**src/rtl/bk_pkg.sv**
```systemverilog
// Shared constants and helpers for the Brent-Kung adder pipeline.
// Latency: n/a (package only).
// Backpressure: n/a (package only).
package bk_pkg;

  localparam logic OP_ADD = 1'b0;
  localparam logic OP_SUB = 1'b1;

  // Ceiling log2 used to size the prefix tree depth.
  function automatic int clog2w(input int w);
    int r;
    r = 0;
    for (int i = 0; i < 31; i++) begin
      if ((1 << i) < w) r = i + 1;
    end
    return r;
  endfunction

endpackage

```
**src/rtl/bk_prefix_cell.sv**
```systemverilog
// Brent-Kung (G,P) combine operator: (G,P) o (G',P') = (G | P&G', P&P').
// Latency: purely combinational.
// Backpressure: none, no state.
module bk_prefix_cell (
  input  logic g_hi_i,
  input  logic p_hi_i,
  input  logic g_lo_i,
  input  logic p_lo_i,
  output logic g_o,
  output logic p_o
);

  assign g_o = g_hi_i | (p_hi_i & g_lo_i);
  assign p_o = p_hi_i & p_lo_i;

endmodule

```
**src/rtl/bk_adder_pipe.sv**
```systemverilog
// Pipelined Brent-Kung adder/subtractor with carry, signed-overflow and zero flags.
// Latency: three register stages; result is valid three cycles after the accept cycle.
// Backpressure: per-stage valid bits; any empty slot ahead of a stall keeps in_ready high.
module bk_adder_pipe
  import bk_pkg::*;
#(
  parameter int WIDTH = 16
) (
  input  logic             clk,
  input  logic             rst,
  input  logic             in_valid,
  output logic             in_ready,
  input  logic [WIDTH-1:0] in_a,
  input  logic [WIDTH-1:0] in_b,
  input  logic             in_cin,
  input  logic             in_sub,
  output logic             out_valid,
  input  logic             out_ready,
  output logic [WIDTH-1:0] out_sum,
  output logic             out_cout,
  output logic             out_ovf,
  output logic             out_zero
);

  localparam int L = clog2w(WIDTH);

  // ---------------- handshake ----------------
  logic v1_q, v2_q, v3_q;
  logic v1_d, v2_d, v3_d;
  logic rdy2, rdy3;
  logic ld1, ld2, ld3;

  // A stage may load when empty or when its occupant moves on this cycle.
  assign rdy3     = !v3_q | out_ready;
  assign rdy2     = !v2_q | rdy3;
  assign in_ready = !v1_q | rdy2;
  assign ld1      = in_valid & in_ready;
  assign ld2      = v1_q & rdy2;
  assign ld3      = v2_q & rdy3;

  assign v1_d = ld1 | (v1_q & !rdy2);
  assign v2_d = ld2 | (v2_q & !rdy3);
  assign v3_d = ld3 | (v3_q & !out_ready);

  // Stage occupancy bits; reset discards everything in flight.
  always_ff @(posedge clk) begin
    if (rst) begin
      v1_q <= 1'b0;
      v2_q <= 1'b0;
      v3_q <= 1'b0;
    end else begin
      v1_q <= v1_d;
      v2_q <= v2_d;
      v3_q <= v3_d;
    end
  end

  // ---------------- S1: operand conditioning ----------------
  logic [WIDTH-1:0] b_eff;
  logic             cin_eff;
  logic [WIDTH-1:0] p1_q, g1_q;
  logic             cin1_q, sa1_q, sb1_q;

  assign b_eff   = (in_sub == OP_SUB) ? ~in_b : in_b;
  assign cin_eff = (in_sub == OP_SUB) ? 1'b1 : in_cin;

  // Capture bitwise propagate/generate, carry-in and operand signs.
  always_ff @(posedge clk) begin
    if (ld1) begin
      p1_q   <= in_a ^ b_eff;
      g1_q   <= in_a & b_eff;
      cin1_q <= cin_eff;
      sa1_q  <= in_a[WIDTH-1];
      sb1_q  <= b_eff[WIDTH-1];
    end
  end

  // ---------------- S2: up-sweep ----------------
  // Level l combines position i with i-2^(l-1) wherever i+1 is a multiple of 2^l;
  // other positions pass their previous group through unchanged.
  for (genvar l = 0; l <= L; l++) begin : up
    logic [WIDTH-1:0] g, p;
    if (l == 0) begin : g_leaf
      assign g = g1_q;
      assign p = p1_q;
    end else begin : g_lvl
      for (genvar i = 0; i < WIDTH; i++) begin : g_bit
        if (((i + 1) % (1 << l)) == 0) begin : g_cell
          bk_prefix_cell u_cell (
            .g_hi_i(up[l-1].g[i]),
            .p_hi_i(up[l-1].p[i]),
            .g_lo_i(up[l-1].g[i - (1 << (l - 1))]),
            .p_lo_i(up[l-1].p[i - (1 << (l - 1))]),
            .g_o   (g[i]),
            .p_o   (p[i])
          );
        end else begin : g_pass
          assign g[i] = up[l-1].g[i];
          assign p[i] = up[l-1].p[i];
        end
      end
    end
  end

  logic [WIDTH-1:0] p2_q, gg2_q, gp2_q;
  logic             cin2_q, sa2_q, sb2_q;

  // Hold the reduced group pairs plus bitwise P for the sum XOR.
  always_ff @(posedge clk) begin
    if (ld2) begin
      p2_q   <= p1_q;
      gg2_q  <= up[L].g;
      gp2_q  <= up[L].p;
      cin2_q <= cin1_q;
      sa2_q  <= sa1_q;
      sb2_q  <= sb1_q;
    end
  end

  // ---------------- S3: down-sweep and sum ----------------
  // Level l fills positions i with (i+1) mod 2^l == 2^(l-1), i >= 2^l, from the
  // finished prefix ending at the preceding multiple of 2^l.
  for (genvar l = 1; l <= L; l++) begin : dn
    logic [WIDTH-1:0] g, p;
    if (l == L) begin : g_top
      assign g = gg2_q;
      assign p = gp2_q;
    end else begin : g_lvl
      for (genvar i = 0; i < WIDTH; i++) begin : g_bit
        if ((((i + 1) % (1 << l)) == (1 << (l - 1))) && (i >= (1 << l))) begin : g_cell
          bk_prefix_cell u_cell (
            .g_hi_i(dn[l+1].g[i]),
            .p_hi_i(dn[l+1].p[i]),
            .g_lo_i(dn[l+1].g[((i + 1) >> l) * (1 << l) - 1]),
            .p_lo_i(dn[l+1].p[((i + 1) >> l) * (1 << l) - 1]),
            .g_o   (g[i]),
            .p_o   (p[i])
          );
        end else begin : g_pass
          assign g[i] = dn[l+1].g[i];
          assign p[i] = dn[l+1].p[i];
        end
      end
    end
  end

  logic [WIDTH:0]   carry;
  logic [WIDTH-1:0] sum_d;
  logic             cout_d, ovf_d, zero_d;

  assign carry  = {dn[1].g | (dn[1].p & {WIDTH{cin2_q}}), cin2_q};
  assign sum_d  = p2_q ^ carry[WIDTH-1:0];
  assign cout_d = carry[WIDTH];
  // Same-sign operands producing an opposite-sign result is a signed overflow.
  assign ovf_d  = (sa2_q == sb2_q) & (sum_d[WIDTH-1] != sa2_q);
  assign zero_d = ~|sum_d;

  logic [WIDTH-1:0] sum_q;
  logic             cout_q, ovf_q, zero_q;

  // Output registers; they only change when a new beat moves in, so data holds under stall.
  always_ff @(posedge clk) begin
    if (rst) begin
      sum_q  <= '0;
      cout_q <= 1'b0;
      ovf_q  <= 1'b0;
      zero_q <= 1'b0;
    end else if (ld3) begin
      sum_q  <= sum_d;
      cout_q <= cout_d;
      ovf_q  <= ovf_d;
      zero_q <= zero_d;
    end
  end

  assign out_valid = v3_q;
  assign out_sum   = sum_q;
  assign out_cout  = cout_q;
  assign out_ovf   = ovf_q;
  assign out_zero  = zero_q;

endmodule

```
**config.mk**
```make
export PLATFORM = sky130hd
export DESIGN_NAME = bk_adder_pipe
export DESIGN_NICKNAME = d
export VERILOG_FILES = /design/src/rtl/bk_pkg.sv /design/src/rtl/bk_prefix_cell.sv /design/src/rtl/bk_adder_pipe.sv
export SDC_FILE = /design/constraint.sdc
export NUM_CORES = 1
export LEC_CHECK = 0
export CORE_MARGIN = 4
export CORE_UTILIZATION = 30
export CTS_BUF_LIST = sky130_fd_sc_hd__clkbuf_2
export CTS_CLUSTER_SIZE = 16
export DETAILED_ROUTE_END_ITERATION = 16
export SLEW_MARGIN = 25
export SYNTH_ARGS = -nofsm -noshare
export SYNTH_HDL_FRONTEND = slang
export SYNTH_SLANG_ARGS = --single-unit
```
**constraint.sdc**
```tcl
create_clock -name clk -period 4.44 [get_ports clk]
set_input_delay 0.888 -clock clk [delete_from_list [all_inputs] [get_ports clk]]
set_output_delay 0.888 -clock clk [all_outputs]
set_load 0.005 [all_outputs]
```
---- Word level (Yosys, flattened, before mapping) ----
Index checks and enable logic that the tools add are counted.
word-level totals
  register bits ........................... 108
  output and inout port bits .............. 21
  word-level logic and storage cells ...... 126
cells by class
  eq/ne operators ......................... 2
  muxes and demuxes ....................... 1
  bitwise operators ....................... 97
  reduce and logical (&&, ||, !) cells .... 8
operators with widths
  operator               number
  1-bit bitwise AND      59
  16-bit bitwise AND     2
  1-bit OR               32
  16-bit bitwise XOR     2
  16-bit two-way mux     1
  16-bit inverter        1
  16-bit OR              1
  16-bit OR reduction    1
  1-bit zero test        7
  1-bit equality test    1
  1-bit inequality test  1

---- Depth between registers and ports, before layout ----
  depth in word-level cells ............... 10
  depth in mapped cells ................... 7

---- By module ----
Synthesis repeated with hierarchy kept, for this count alone.
unflattened totals
  cells, all modules ...................... 303
  area total of the unflattened synthesis .. 4,152.7 sq um
modules (own cells, without submodules)
  module          times used  cells an instance  area each (sq um)  sequential area each (sq um)
  bk_adder_pipe   1           251                3,762.4            2,782.7
  bk_prefix_cell  26          2                  15.0               0.0

---- Worst setup path before layout ----
Ideal clock, no wire load.
  path type ............................... input port to flip-flop
  start point ............................. input port out_ready
  end point ............................... register cin2_q (enable)
  library setup time ...................... 0.509 ns
  data arrival time ....................... 4.147 ns
  slack ................................... -0.216 ns
  stages .................................. 2
  path buffers ............................ 0
  path through ............................ nor2b_1 -> a21boi_0
between the ends
  longest elaborated chain between the ends .. 3
ends and longest elaborated chain
  element                 line                  text
  start: declaration      bk_adder_pipe.sv:18   input logic out_ready,
  1-bit OR                bk_adder_pipe.sv:34   assign rdy3 = !v3_q | out_ready;
  1-bit OR                bk_adder_pipe.sv:35   assign rdy2 = !v2_q | rdy3;
  1-bit bitwise AND       bk_adder_pipe.sv:38   assign ld2 = v1_q & rdy2;
  via ld2                 bk_adder_pipe.sv:31   logic ld1, ld2, ld3;
  end signal: assignment  bk_adder_pipe.sv:114  cin2_q <= cin1_q;
  end: declaration        bk_adder_pipe.sv:106  logic cin2_q, sa2_q, sb2_q;
The timed path passes the listed nets, and every way through them passes these cells.
A chain may end at the register's enable or synchronous reset.

---- Final worst setup path ----
  start point ............................. input port out_ready
  end point ............................... output port in_ready
between the ends
  longest elaborated chain between the ends .. 3
ends and longest elaborated chain
  element           line                 text
  1-bit OR          bk_adder_pipe.sv:34
  1-bit OR          bk_adder_pipe.sv:35
  1-bit OR          bk_adder_pipe.sv:36  assign in_ready = !v1_q | rdy2;
  end: declaration  bk_adder_pipe.sv:12  output logic in_ready,
Every way passes these cells.

==> flow_summary.toml <==
[cts]
number_of_buffers_created_by_cts = 9
cts_sinks = 100
insertion_delay_ps = 520
clock_tree.root_cell = "clkbuf_2"
postCtsSetupBuffers = 0
worst_setup_hold_path_clk_slew_ps = 250
tritoncts = "yes"
cts-root-to-sink-buffers = 2
post_cts_resized = 0
htree_num_levels = 3
cts-hold-fix-buffers = 0

[timing]
final_min_period_over_clock_period_pct = 75.4
worst-slew-pin-transition_ps = 892
hold_viol = 0
fin_worst_skew_ps = 24.9
rsz0062_at_grt = "no"
worst_hold_slack_ps = 465
max_freq_ghz = 0.299
worst_slew_margin_relative_to_its_limit_pct = 40.4
post-route-min-period_ps = 3350
final.setup.tns_ps = 0
slew_viols_final = 0
setup_violations = 0

[cells_and_area]
mostFrequentLayoutCell = "edfxtp_1"
final_cell_mix = "edfxtp_1 (78), clkdlybuf4s50_1 (57), nand2_1 (31)"
nNetsFinal = 402
final_layout_size_suffix_gt1_share_pct = 8.52
syn_to_final_growth_pct = 23.8
ant_cells = 0

[die]
die_area_mm2 = 0.0152
initial_utilization_pct = 31.1
floorplan.core_area_mm2 = 0.0128
rows = 41
die_x_um = 123
number_of_ports_placed_on_the_die_boundary = 59
fp.dieH_um = 123

[worst_setup_path]
setup.worst_path.start_class = "input pin"
cp-end-kind = "output port"
worst-r2r-cell-count = 6
cp_class = "in2out"
reg2reg_from = "cin2_q$_DFFE_PP_"
worstPathArrival_ps = 2460
timing.critical_path.required_ps = 3550
path_max_fanout = 7
r2r-end = "out_ovf$_SDFFE_PP0P_"
r2r_setup_slack_ps = 2420

[routing]
drt-total-wl_mm = 6.71
drtIter0Drc = 106
dr_total_vias = 2246
detail_route.drc_violations = 0
drt-vias-per-instance = 4.29
firstDrtPassIters = 4
final_antenna_violating_net_count = 0
post_drt_wl_per_cell_um = 12.8

[global_route]
global_route_total_overflow = 0
number_of_antenna_violations_at_the_first_check_in_global_routing = 0
grt_max_degree = 29
wire_length_of_the_first_global_routing_pass_mm = 11.2
vias_in_the_first_global_route = 2361
groute.usage.overall_pct = 9.59

[pwr]
p_leak_uw = 0.00175
irDropWorstVdd_mv = 0.129
cellPowerDensity_mw_per_mm2 = 350
total_power_uw = 1730

[logic_synthesis]
post_synth_num_cell_types = 36
synthesis.nets = 337
synthCells = 282
yosysWarningCount = 0
sequential_share_of_the_synthesized_area_pct = 69.7
synth_seq_cells = 100
syn-cell-area_mm2 = 0.00399
syn-mean-instance-area_um2 = 14.2

[place]
portBuffers = 58
place_congestion = 0.783
dp.final_hpwl_mm = 5.10

[hold_path]
startpoint_of_the_most_critical_hold_path = "g1_q[2]$_DFFE_PP_"
holdPathEnd = "dn[4].g[2]$_DFFE_PP_"
holdPathStages = 0
class_of_the_most_critical_hold_timing_path = "reg2reg"

[status]
status = "completed"

[job]
max_cap_violations = 0
[worst max-delay path, cell delays in order]
cell	delay [ps]
clkdlybuf4s50_1	410
nor2b_1	510
nand3_1	170
clkdlybuf4s50_1	480
[cell type report]
| cell class | instances | area (um^2) |
|---|---|---|
| Fill cell | 1236 | 7880 |
| Clock buffer | 10 | 50.0 |
| Tap cell | 172 | 215 |
| Sequential cell | 100 | 2780 |
| Clock inverter | 6 | 63.8 |
| Multi-Input combinational cell | 171 | 1190 |
| Timing Repair Buffer | 62 | 626 |
| Inverter | 3 | 11.3 |
[power by group]
part	switching (uW)	internal, uW
registers	37.5	1100
clock network	280	132
logic	86.5	95.8
total	404	1320
[metrics by stage]
stage	instances	setup WS, ps	instance area, um^2	utilization, %
final	524	1090	4940	38.5
after global routing	524	953	4940	38.5
after CTS	524	1090	4950	38.6
after detailed placement	508	1090	4830	37.7
after global placement	507	1120	4810	37.5
after floorplan	282	921	3990	-
[cell usage after synthesis (all sizes together)]
cell	number	area, um^2
edfxtp	78	2340
nand2	31	116
a21oi	25	129
dfxtp	22	440
xor2	22	193
ha	17	213
nor2	13	48.8
a21o	12	92.6
xnor2	9	78.8
clkbuf	7	26.3
and3	5	31.3
and2	4	25.0
o21ai	4	20.0
a211oi	3	22.5
inv	3	11.3
o21bai	3	22.5
a31oi	2	12.5
nand3	2	10.0
nand3b	2	27.5
nand4	2	12.5
nor2b	2	12.5
nor3	2	10.0
nor4	2	12.5
or2	2	12.5
a211o	1	10.0
a21boi	1	7.51
a221o	1	10.0
a221oi	1	8.76
a311oi	1	15.0
a31o	1	8.76
buf	1	5.00
nand2b	1	6.26
[sequential cells by signal, summed over array words and instances, names as in the netlist, 8 cells and up]
| name | count |
|---|---|
| dn.g | 16 |
| dn.p | 8 |
| g1_q | 16 |
| out_sum | 16 |
| p1_q | 16 |
| p2_q | 16 |
[metal layers]
layer	up-vias	global-route usage, %	wire, um	part of all wire, %
li1	1151	-	-	-
met1	1037	12.5	3220	48
met2	56	15.0	3100	46
met3	2	3.48	351	5.2
met4	0	2.91	38	0.57
met5	-	0	0	0
[worst max-delay path by stage]
| stage | startpoint | endpoint | slack, ps | cells past startpoint |
|---|---|---|---|---|
| finish | out_ready | in_ready | 1090 | 4 |
| global route | out_ready | in_ready | 950 | 4 |
| CTS | out_ready | in_ready | 1090 | 4 |
| detailed placement | out_ready | in_ready | 1090 | 4 |
| global placement | out_ready | in_ready | 1120 | 4 |
| floorplan | out_ready | cin2_q$_DFFE_PP_ | 920 | 2 |
[cell families after synthesis]
logic type,after synthesis,synth area share (%)
buffers and inverters,11,1.07
DFF,100,69.7
AOI/OAI and AO/OA,55,8.99
adders and majority gates,17,5.33
xor gates and xnor gates,31,6.80
and+or+nand+nor,68,8.15
(Power assumes the default switching activity.)
